## src/rtl/dtree_pkg.sv

```systemverilog
// Shared types and defaults for the decision-tree wrapper blocks.
package dtree_pkg;

  localparam int unsigned FEAT_W_DEF  = 8;
  localparam int unsigned CLASS_W_DEF = 5;

  typedef enum logic [1:0] {
    LOAD   = 2'd0,
    DRAIN  = 2'd1,
    SETTLE = 2'd2,
    HOLD   = 2'd3
  } state_t;

  typedef logic [FEAT_W_DEF-1:0] feat_t;

endpackage

```

## src/rtl/dtree_settle_timer.sv

```systemverilog
// Loadable down-counter that flags the last cycle of a fixed settle window.
// done_c is high during the final enabled cycle; the count stops at zero.
module dtree_settle_timer #(
  parameter int unsigned CYCLES = 2
) (
  input  logic clk,
  input  logic rst_n,
  input  logic load,
  input  logic en,
  output logic done_c
);

  localparam int unsigned CNT_W = $clog2(CYCLES + 1);

  logic [CNT_W-1:0] cnt;

  // Reload on entry to the window, count down while enabled, hold at zero.
  always_ff @(posedge clk) begin
    if (!rst_n) begin
      cnt <= '0;
    end else if (load) begin
      cnt <= CNT_W'(CYCLES);
    end else if (en && (cnt != '0)) begin
      cnt <= cnt - CNT_W'(1);
    end
  end

  assign done_c = en && (cnt == CNT_W'(1));

endmodule

```

## src/rtl/dtree_feature_loader.sv

```systemverilog
// Feature-vector loader and class-result capture around a combinational
// decision tree. Optional handoff statistics are enabled by defining
// DTREE_LOADER_STATS_EN.
module dtree_feature_loader
  import dtree_pkg::*;
#(
  parameter int unsigned NUM_FEATURES  = 5,
  parameter int unsigned FEAT_W        = FEAT_W_DEF,
  parameter int unsigned CLASS_W       = CLASS_W_DEF,
  parameter int unsigned SETTLE_CYCLES = 2
) (
  input  logic                           clk,
  input  logic                           rst_n,
  input  logic                           in_valid,
  output logic                           in_ready,
  input  logic [FEAT_W-1:0]              in_data,
  input  logic                           in_last,
  output logic [NUM_FEATURES*FEAT_W-1:0] feat_o,
  input  logic [CLASS_W-1:0]             class_i,
  output logic                           out_valid,
  input  logic                           out_ready,
  output logic [CLASS_W-1:0]             out_class,
`ifdef DTREE_LOADER_STATS_EN
  output logic                           out_err,
  output logic [15:0]                    stat_frames,
  output logic [15:0]                    stat_errs
`else
  output logic                           out_err
`endif
);

  localparam int unsigned IDX_W = (NUM_FEATURES > 1) ? $clog2(NUM_FEATURES) : 1;
  localparam int unsigned VEC_W = NUM_FEATURES * FEAT_W;
  localparam logic [IDX_W-1:0] LAST_IDX = IDX_W'(NUM_FEATURES - 1);

  state_t             state, state_n;
  logic [IDX_W-1:0]   idx, idx_n;
  logic [VEC_W-1:0]   feat_n;
  logic               err_flag, err_n;
  logic [CLASS_W-1:0] class_n;
  logic               res_err_n;
  logic               beat_c;
  logic               settle_load_c;
  logic               settle_done_c;

  assign beat_c        = in_valid & in_ready;
  assign settle_load_c = (state_n == SETTLE) && (state != SETTLE);

  // Settle window for the external tree logic.
  dtree_settle_timer #(
    .CYCLES (SETTLE_CYCLES)
  ) u_settle (
    .clk    (clk),
    .rst_n  (rst_n),
    .load   (settle_load_c),
    .en     (state == SETTLE),
    .done_c (settle_done_c)
  );

  // Next-state, slot writes, frame-error tracking and result capture.
  always_comb begin
    state_n   = state;
    idx_n     = idx;
    feat_n    = feat_o;
    err_n     = err_flag;
    class_n   = out_class;
    res_err_n = out_err;
    unique case (state)
      LOAD: begin
        if (beat_c) begin
          for (int k = 0; k < NUM_FEATURES; k++) begin
            if (IDX_W'(k) == idx) begin
              feat_n[k*FEAT_W +: FEAT_W] = in_data;
            end else if (in_last && (IDX_W'(k) > idx)) begin
              // Short frame: slots never written this frame read as zero.
              feat_n[k*FEAT_W +: FEAT_W] = '0;
            end
          end
          if (in_last) begin
            if (idx != LAST_IDX) begin
              err_n = 1'b1;
            end
            state_n = SETTLE;
          end else if (idx == LAST_IDX) begin
            err_n   = 1'b1;
            state_n = DRAIN;
          end else begin
            idx_n = idx + IDX_W'(1);
          end
        end
      end
      DRAIN: begin
        if (beat_c && in_last) begin
          state_n = SETTLE;
        end
      end
      SETTLE: begin
        if (settle_done_c) begin
          class_n   = class_i;
          res_err_n = err_flag;
          state_n   = HOLD;
        end
      end
      HOLD: begin
        if (out_ready) begin
          state_n = LOAD;
          idx_n   = '0;
          err_n   = 1'b0;
        end
      end
      default: begin
        state_n = LOAD;
      end
    endcase
  end

  // State and registered outputs; ready/valid follow the next state.
  always_ff @(posedge clk) begin
    if (!rst_n) begin
      state     <= LOAD;
      idx       <= '0;
      feat_o    <= '0;
      err_flag  <= 1'b0;
      out_class <= '0;
      out_err   <= 1'b0;
      out_valid <= 1'b0;
      in_ready  <= 1'b0;
    end else begin
      state     <= state_n;
      idx       <= idx_n;
      feat_o    <= feat_n;
      err_flag  <= err_n;
      out_class <= class_n;
      out_err   <= res_err_n;
      out_valid <= (state_n == HOLD);
      in_ready  <= (state_n == LOAD) || (state_n == DRAIN);
    end
  end

`ifdef DTREE_LOADER_STATS_EN
  // Saturating counts of delivered results and delivered error results.
  always_ff @(posedge clk) begin
    if (!rst_n) begin
      stat_frames <= '0;
      stat_errs   <= '0;
    end else if (out_valid && out_ready) begin
      if (stat_frames != 16'hFFFF) begin
        stat_frames <= stat_frames + 16'd1;
      end
      if (out_err && (stat_errs != 16'hFFFF)) begin
        stat_errs <= stat_errs + 16'd1;
      end
    end
  end
`endif

endmodule

```

## config.mk

```make
export PLATFORM = sky130hd
export DESIGN_NAME = dtree_feature_loader
export DESIGN_NICKNAME = d
export VERILOG_FILES = /design/src/rtl/dtree_pkg.sv /design/src/rtl/dtree_settle_timer.sv /design/src/rtl/dtree_feature_loader.sv
export SDC_FILE = /design/constraint.sdc
export NUM_CORES = 1
export LEC_CHECK = 0
export ABC_CLOCK_PERIOD_IN_PS = 4100
export CORE_ASPECT_RATIO = 0.9
export CORE_MARGIN = 2
export CORE_UTILIZATION = 40
export CTS_BUF_LIST = sky130_fd_sc_hd__clkbuf_4 sky130_fd_sc_hd__clkbuf_8 sky130_fd_sc_hd__clkbuf_16
export CTS_CLUSTER_DIAMETER = 60
export DETAILED_ROUTE_END_ITERATION = 12
export GPL_TIMING_DRIVEN = 0
export PLACE_DENSITY = 0.8
export SLEW_MARGIN = 5
export SYNTH_ARGS = -nofsm -noshare
export SYNTH_HDL_FRONTEND = slang
export SYNTH_SLANG_ARGS = --single-unit
```

## constraint.sdc

```tcl
create_clock -name clk -period 4.1 [get_ports clk]
set_clock_uncertainty 0.05 [all_clocks]
set_input_delay 1.23 -clock clk [delete_from_list [all_inputs] [get_ports clk]]
set_output_delay 1.23 -clock clk [all_outputs]
set_load 0.02 [all_outputs]
```

# After elaboration in Yosys (flattened, before gate mapping)
# Cells that the tools add are included.
[word_totals]
regBits = 56
inputBits = 18
out_inout_bits = 48
wordCells = 103
[op_classes]
n_addsub = 2
magnitude_cmp = 5
n_eq_ne = 20
muxes = 30
bitwise = 2
n_reduce_logical = 30
[ops]
columns = ["op", "n"]
rows = [
  ["8-bit two-way mux", 10],
  ["2-bit two-way mux", 8],
  ["2-bit nonzero test", 8],
  ["3-bit AND reduction", 5],
  ["3-bit two-way mux", 4],
  ["2-bit != test, second input constant", 5],
  ["5-bit AND reduction", 2],
  ["1-bit logical AND", 9],
  ["3-bit != test, second input constant", 3],
  ["2-bit equality test, second input constant", 4],
  ["2-bit one-hot mux with 4 select lines", 1],
  ["2-bit by 1-bit equality test with 1-bit output, second input constant", 3],
  ["2-bit by 3-bit equality test with 1-bit output, first input constant", 2],
  ["1-bit by 3-bit greater-than comparator with 1-bit output, first input constant", 2],
  ["2-bit by 3-bit greater-than comparator with 1-bit output, first input constant", 2],
  ["3-bit one-hot mux with 2 select lines", 1],
  ["1-bit two-way mux", 5],
  ["2-bit logical NOT", 2],
  ["3-bit by 1-bit adder with 3-bit output, second input constant", 1],
  ["1-bit by 3-bit equality test with 1-bit output, first input constant", 1],
  ["3-bit equality test, first input constant", 1],
  ["3-bit equality test, second input constant", 1],
  ["3-bit greater-than comparator, first input constant", 1],
  ["3-bit logical NOT", 1],
  ["other kinds (7)", 7],
]

# Depth between registers and ports, before layout
[depth]
ltp_word = 8
mapped_depth = 8
depth_no_buf = 5

# Cells and area by module
# A second synthesis with hierarchy kept.
[hier_totals]
cells_unflattened = 257
area_unflattened_um2 = 2392.3
[by_module_without_submodules]
columns = ["mod", "instances", "cells_each", "area_each_um2", "seq_area_each_um2"]
rows = [
  ["dtree_feature_loader", 1, 245, 2259.7, 1081.0],
  ["dtree_settle_timer", 1, 12, 132.6, 40.0],
]

# Worst setup path after synthesis
# OpenSTA, ideal clock, no wires.
[synth_timing]
kind = "input to register"
startpoint = "in in_last"
endpoint = "reg feat_o[7]"
setup_time_ns = 0.127
arrival_time_ns = 2.014
required_ns = 3.923
setup_slack_ns = 1.909
cell_stages = 4
path_buffers = 1
path_cell_list = "clkbuf_1 > nor3b_1 > o211a_1 > o22ai_1"
[synth_via]
elab_chain_len = 3
[synth_lines]
columns = ["element", "line", "source"]
rows = [
  ["start: declaration", "dtree_feature_loader.sv:17", "input logic in_last,"],
  ["1-bit logical AND", "dtree_feature_loader.sv:74", "end else if (in_last && (IDX_W'(k) > idx)) begin"],
  ["2-bit nonzero test (no line)", "--", ""],
  ["3-bit AND reduction (no line)", "--", ""],
  ["end signal: assignment", "dtree_feature_loader.sv:131", "feat_o <= feat_n;"],
  ["end: declaration", "dtree_feature_loader.sv:18", "output logic [NUM_FEATURES*FEAT_W-1:0] feat_o,"],
]
# No other way between the ends.
# A chain may end at the register's enable or synchronous reset.

# Worst setup path in the final report
[layout_timing]
startpoint = "reg in_ready"
endpoint = "out in_ready"
[layout_lines]
columns = ["element", "line", "source"]
rows = [
  ["start: declaration", "dtree_feature_loader.sv:15", "output logic in_ready,"],
  ["start signal: assignment", "dtree_feature_loader.sv:136", "in_ready <= (state_n == LOAD) || (state_n == DRAIN);"],
]
# No word-level cell between the ends.

==> results_dict.tcl <==
set metrics [dict create \
    outcome "completed" \
    place_congestion 0.855 \
    synth_fp_nets 278 \
    root_buffer "clkbuf_8" \
    track_usage_pct 19.7 \
    ys_ff_latch 56 \
    fin_util_pct 55.6 \
    finalCritPeriodShare_pct 65.0 \
    avgSynthCellArea_sq_um 9.04 \
    power.density_nw_per_um2 317 \
    initial_utilization_pct 41.0 \
    worst_pin_slew_ns 0.505 \
    seq_area_frac_synth_pct 48.6 \
    clockBufferDepth 2 \
    crit_family "buffers and inverters" \
    die_area_sq_um 6390 \
    finalSetupViolCount 0 \
    wl_met3_um 384 \
    clock_latency_ns 0.32 \
    met1Wirelength_um 2860 \
    leakage_nw 1.11 \
    hold_viol 0 \
    vias 2165 \
    ant_nets 0 \
    drive_above_1_share_pct 6.42 \
    postCtsHoldBufs 0 \
    cp_data_required_time_ns 2.82 \
    worst-setup-path-type "flip-flop to primary output" \
    worstPathCellList "clkdlybuf4s50_1" \
    layout.nets 349 \
    die_width_um 84.0 \
    hold_path_end "feat_o[1]$_SDFFE_PN0P_" \
    ff_latch_area_sq_um 1120 \
    n_antenna_cell 0 \
    fmax_ghz 0.375 \
    rrSetupSlack_ns 2.16 \
    first_pass_iters 4 \
    cts_tree "yes" \
    clk_pin_slew_worst_paths_ns 0.11 \
    synthToLayoutAreaGrowth_pct 35.8 \
    die_h_um 76.0 \
    avgRoutedWirePerCell_um 15.5 \
    io_pins 66 \
    tns_ns 0 \
    ff2ff_path_depth 6 \
    cp-start-kind "flip-flop" \
    fp.coreArea_sq_um 5630 \
    post-cts-setup-buffer-count 0 \
    grt_pass1_wl_um 10100 \
    slowest_stage "clkdlybuf4s50_1" \
    syn-cell-area_sq_um 2310 \
    drt_iter0_drc 178 \
    antenna_found_initial 0 \
    hold_path_class "flip-flop to flip-flop" \
    crit_path_max_fanout 4 \
    peakVddDrop_v 0.000201 \
    wl_met2_um 2810 \
    cpPeakStageDelay_ns 0.64 \
    mostFrequentLayoutCells "64 x clkdlybuf4s50_1, 56 x dfxtp_1, 54 x nand2_1" \
    cp-end-kind "primary output" \
    synth_cell_types 37 \
    drc 0 \
    reg2reg_from "idx[1]$_SDFFE_PN0P_" \
    drv_cap 0 \
    ys_warn_count 0 \
    grt_max_degree 20 \
    multi_input_area_sq_um 1060 \
    min_delay_path_depth 2 \
    min_from "feat_o[1]$_SDFFE_PN0P_" \
    cts.repair.resized 0 \
    worst-path-buf-inv 1 \
    period_minus_slack_ns 2.67 \
    htree_levels 2 \
    reg2reg_to "idx[1]$_SDFFE_PN0P_" \
    synth_cells 255 \
    viasPerCell 5.45 \
    top_layer "met4" \
    wl_um 6140 \
    grt_pass1_vias 2062 \
    hpwl_um 4440 \
    relSlewSlack_pct 66.2 \
    cts_made_buffers 5 \
    overflow 0 \
    final_common_cell "clkdlybuf4s50_1" \
    fill_cells 509 \
    rsz0062_at_grt "false" \
    arrival_ns 1.39 \
    io_buffer_count 64 \
    cts_num_sinks 56 \
    rows 26 \
    report.final.slew_viol_count 0 \
]
stage by stage:
| stage | instances | instance area (sq um) | hold WS, ns | worst slack (ns) | total power, mW |
|---|---|---|---|---|---|
| 2_1_floorplan | 255 | 2310 | 0.414 | 1.91 | 0.631 |
| 3_3_place_gp | 389 | 3030 | 0.414 | 1.19 | 0.677 |
| 3_5_place_dp | 389 | 3030 | 0.411 | 1.14 | 0.680 |
| 4_1_cts | 397 | 3130 | 0.433 | 1.42 | 0.996 |
| 5_1_grt | 397 | 3130 | 0.450 | 1.30 | 1.03 |
| 6_report | 397 | 3130 | 0.433 | 1.43 | 0.991 |
cells by family (layout without fill, tap and decap cells):
kind of cell    Yosys count  after routing  share of synthesized area, %
simple gates            104            104                          22.8
mux                       8              8                          3.47
xor+xnor                  1              1                         0.380
compound gates           55             55                          16.7
fa+ha+maj                 5              5                          2.71
buf+inv                  26             98                          5.32
flops                    56             56                          48.6
worst max-delay path by stage:
stage                   startpoint                 endpoint  slack (ns)  depth (start not counted)
2_1_floorplan              in_last   feat_o[7]$_SDFFE_PN0P_        1.91                          4
6_report       in_ready$_SDFF_PN0_                 in_ready        1.43                          1
3_3_place_gp              in_valid   feat_o[7]$_SDFFE_PN0P_        1.19                          5
4_1_cts        in_ready$_SDFF_PN0_                 in_ready        1.42                          1
5_1_grt                    in_last  feat_o[27]$_SDFFE_PN0P_        1.30                          5
3_5_place_dp               in_last   feat_o[2]$_SDFFE_PN0P_        1.14                          5
area by class of cell:
| type | instances | share of cell area, % |
|---|---|---|
| buffer | 18 | 2.96 |
| clock buffer | 5 | 2.20 |
| clock inverter | 3 | 0.879 |
| inverter | 8 | 0.959 |
| multi-input combinational | 173 | 33.9 |
| sequential | 56 | 35.8 |
| tap | 70 | 2.80 |
| timing repair buffer | 64 | 20.5 |
where the power goes:
part	internal, mW	switching (mW)
sequential	0.552	0.00576
clock	0.126	0.197
combinational	0.0454	0.0645
cell usage after synthesis (all sizes together):
cell / instances / share of area [%]
a211oi: 2 / 0.65
a21boi: 2 / 0.65
a21oi: 2 / 0.43
a311o: 1 / 0.43
a31oi: 1 / 0.27
and2: 2 / 0.54
and4bb: 1 / 0.54
buf: 10 / 2.7
clkbuf: 8 / 1.3
dfxtp: 56 / 49
ha: 5 / 2.7
inv: 8 / 1.3
mux2i: 8 / 3.5
nand2: 54 / 8.8
nand3: 16 / 3.5
nand3b: 1 / 0.33
nand4: 10 / 2.7
nand4bb: 1 / 1.2
nor2: 7 / 1.1
nor2b: 6 / 1.6
nor3: 3 / 0.87
nor3b: 1 / 0.33
nor4: 1 / 0.92
o211a: 2 / 0.87
o21a: 1 / 0.33
o21ai: 1 / 0.22
o221a: 1 / 0.49
o22ai: 33 / 9.0
o311ai: 8 / 3.0
o41ai: 1 / 0.38
or4: 1 / 0.33
xnor2: 1 / 0.38
sequential cells by signal (all words and copies together), names as in the netlist:
register	cells
state	2
out_err	1
idx	3
u_settle.cnt	2
feat_o	40
in_ready	1
out_valid	1
out_class	5
err_flag	1
worst min-delay path: cells and delay by family, from the launching register on:
kind	cells	cell delay, ns
flops	1	0.32
compound gates	1	0.06
simple gates	1	0.05
routing by layer:
metal,vias to the layer above,global-route usage (%)
met5,-,0
met4,0,6.13
met3,7,4.44
met2,72,30.3
met1,1020,27.5
li1,1066,-
Note: power is estimated with default switching activity, not from simulation.
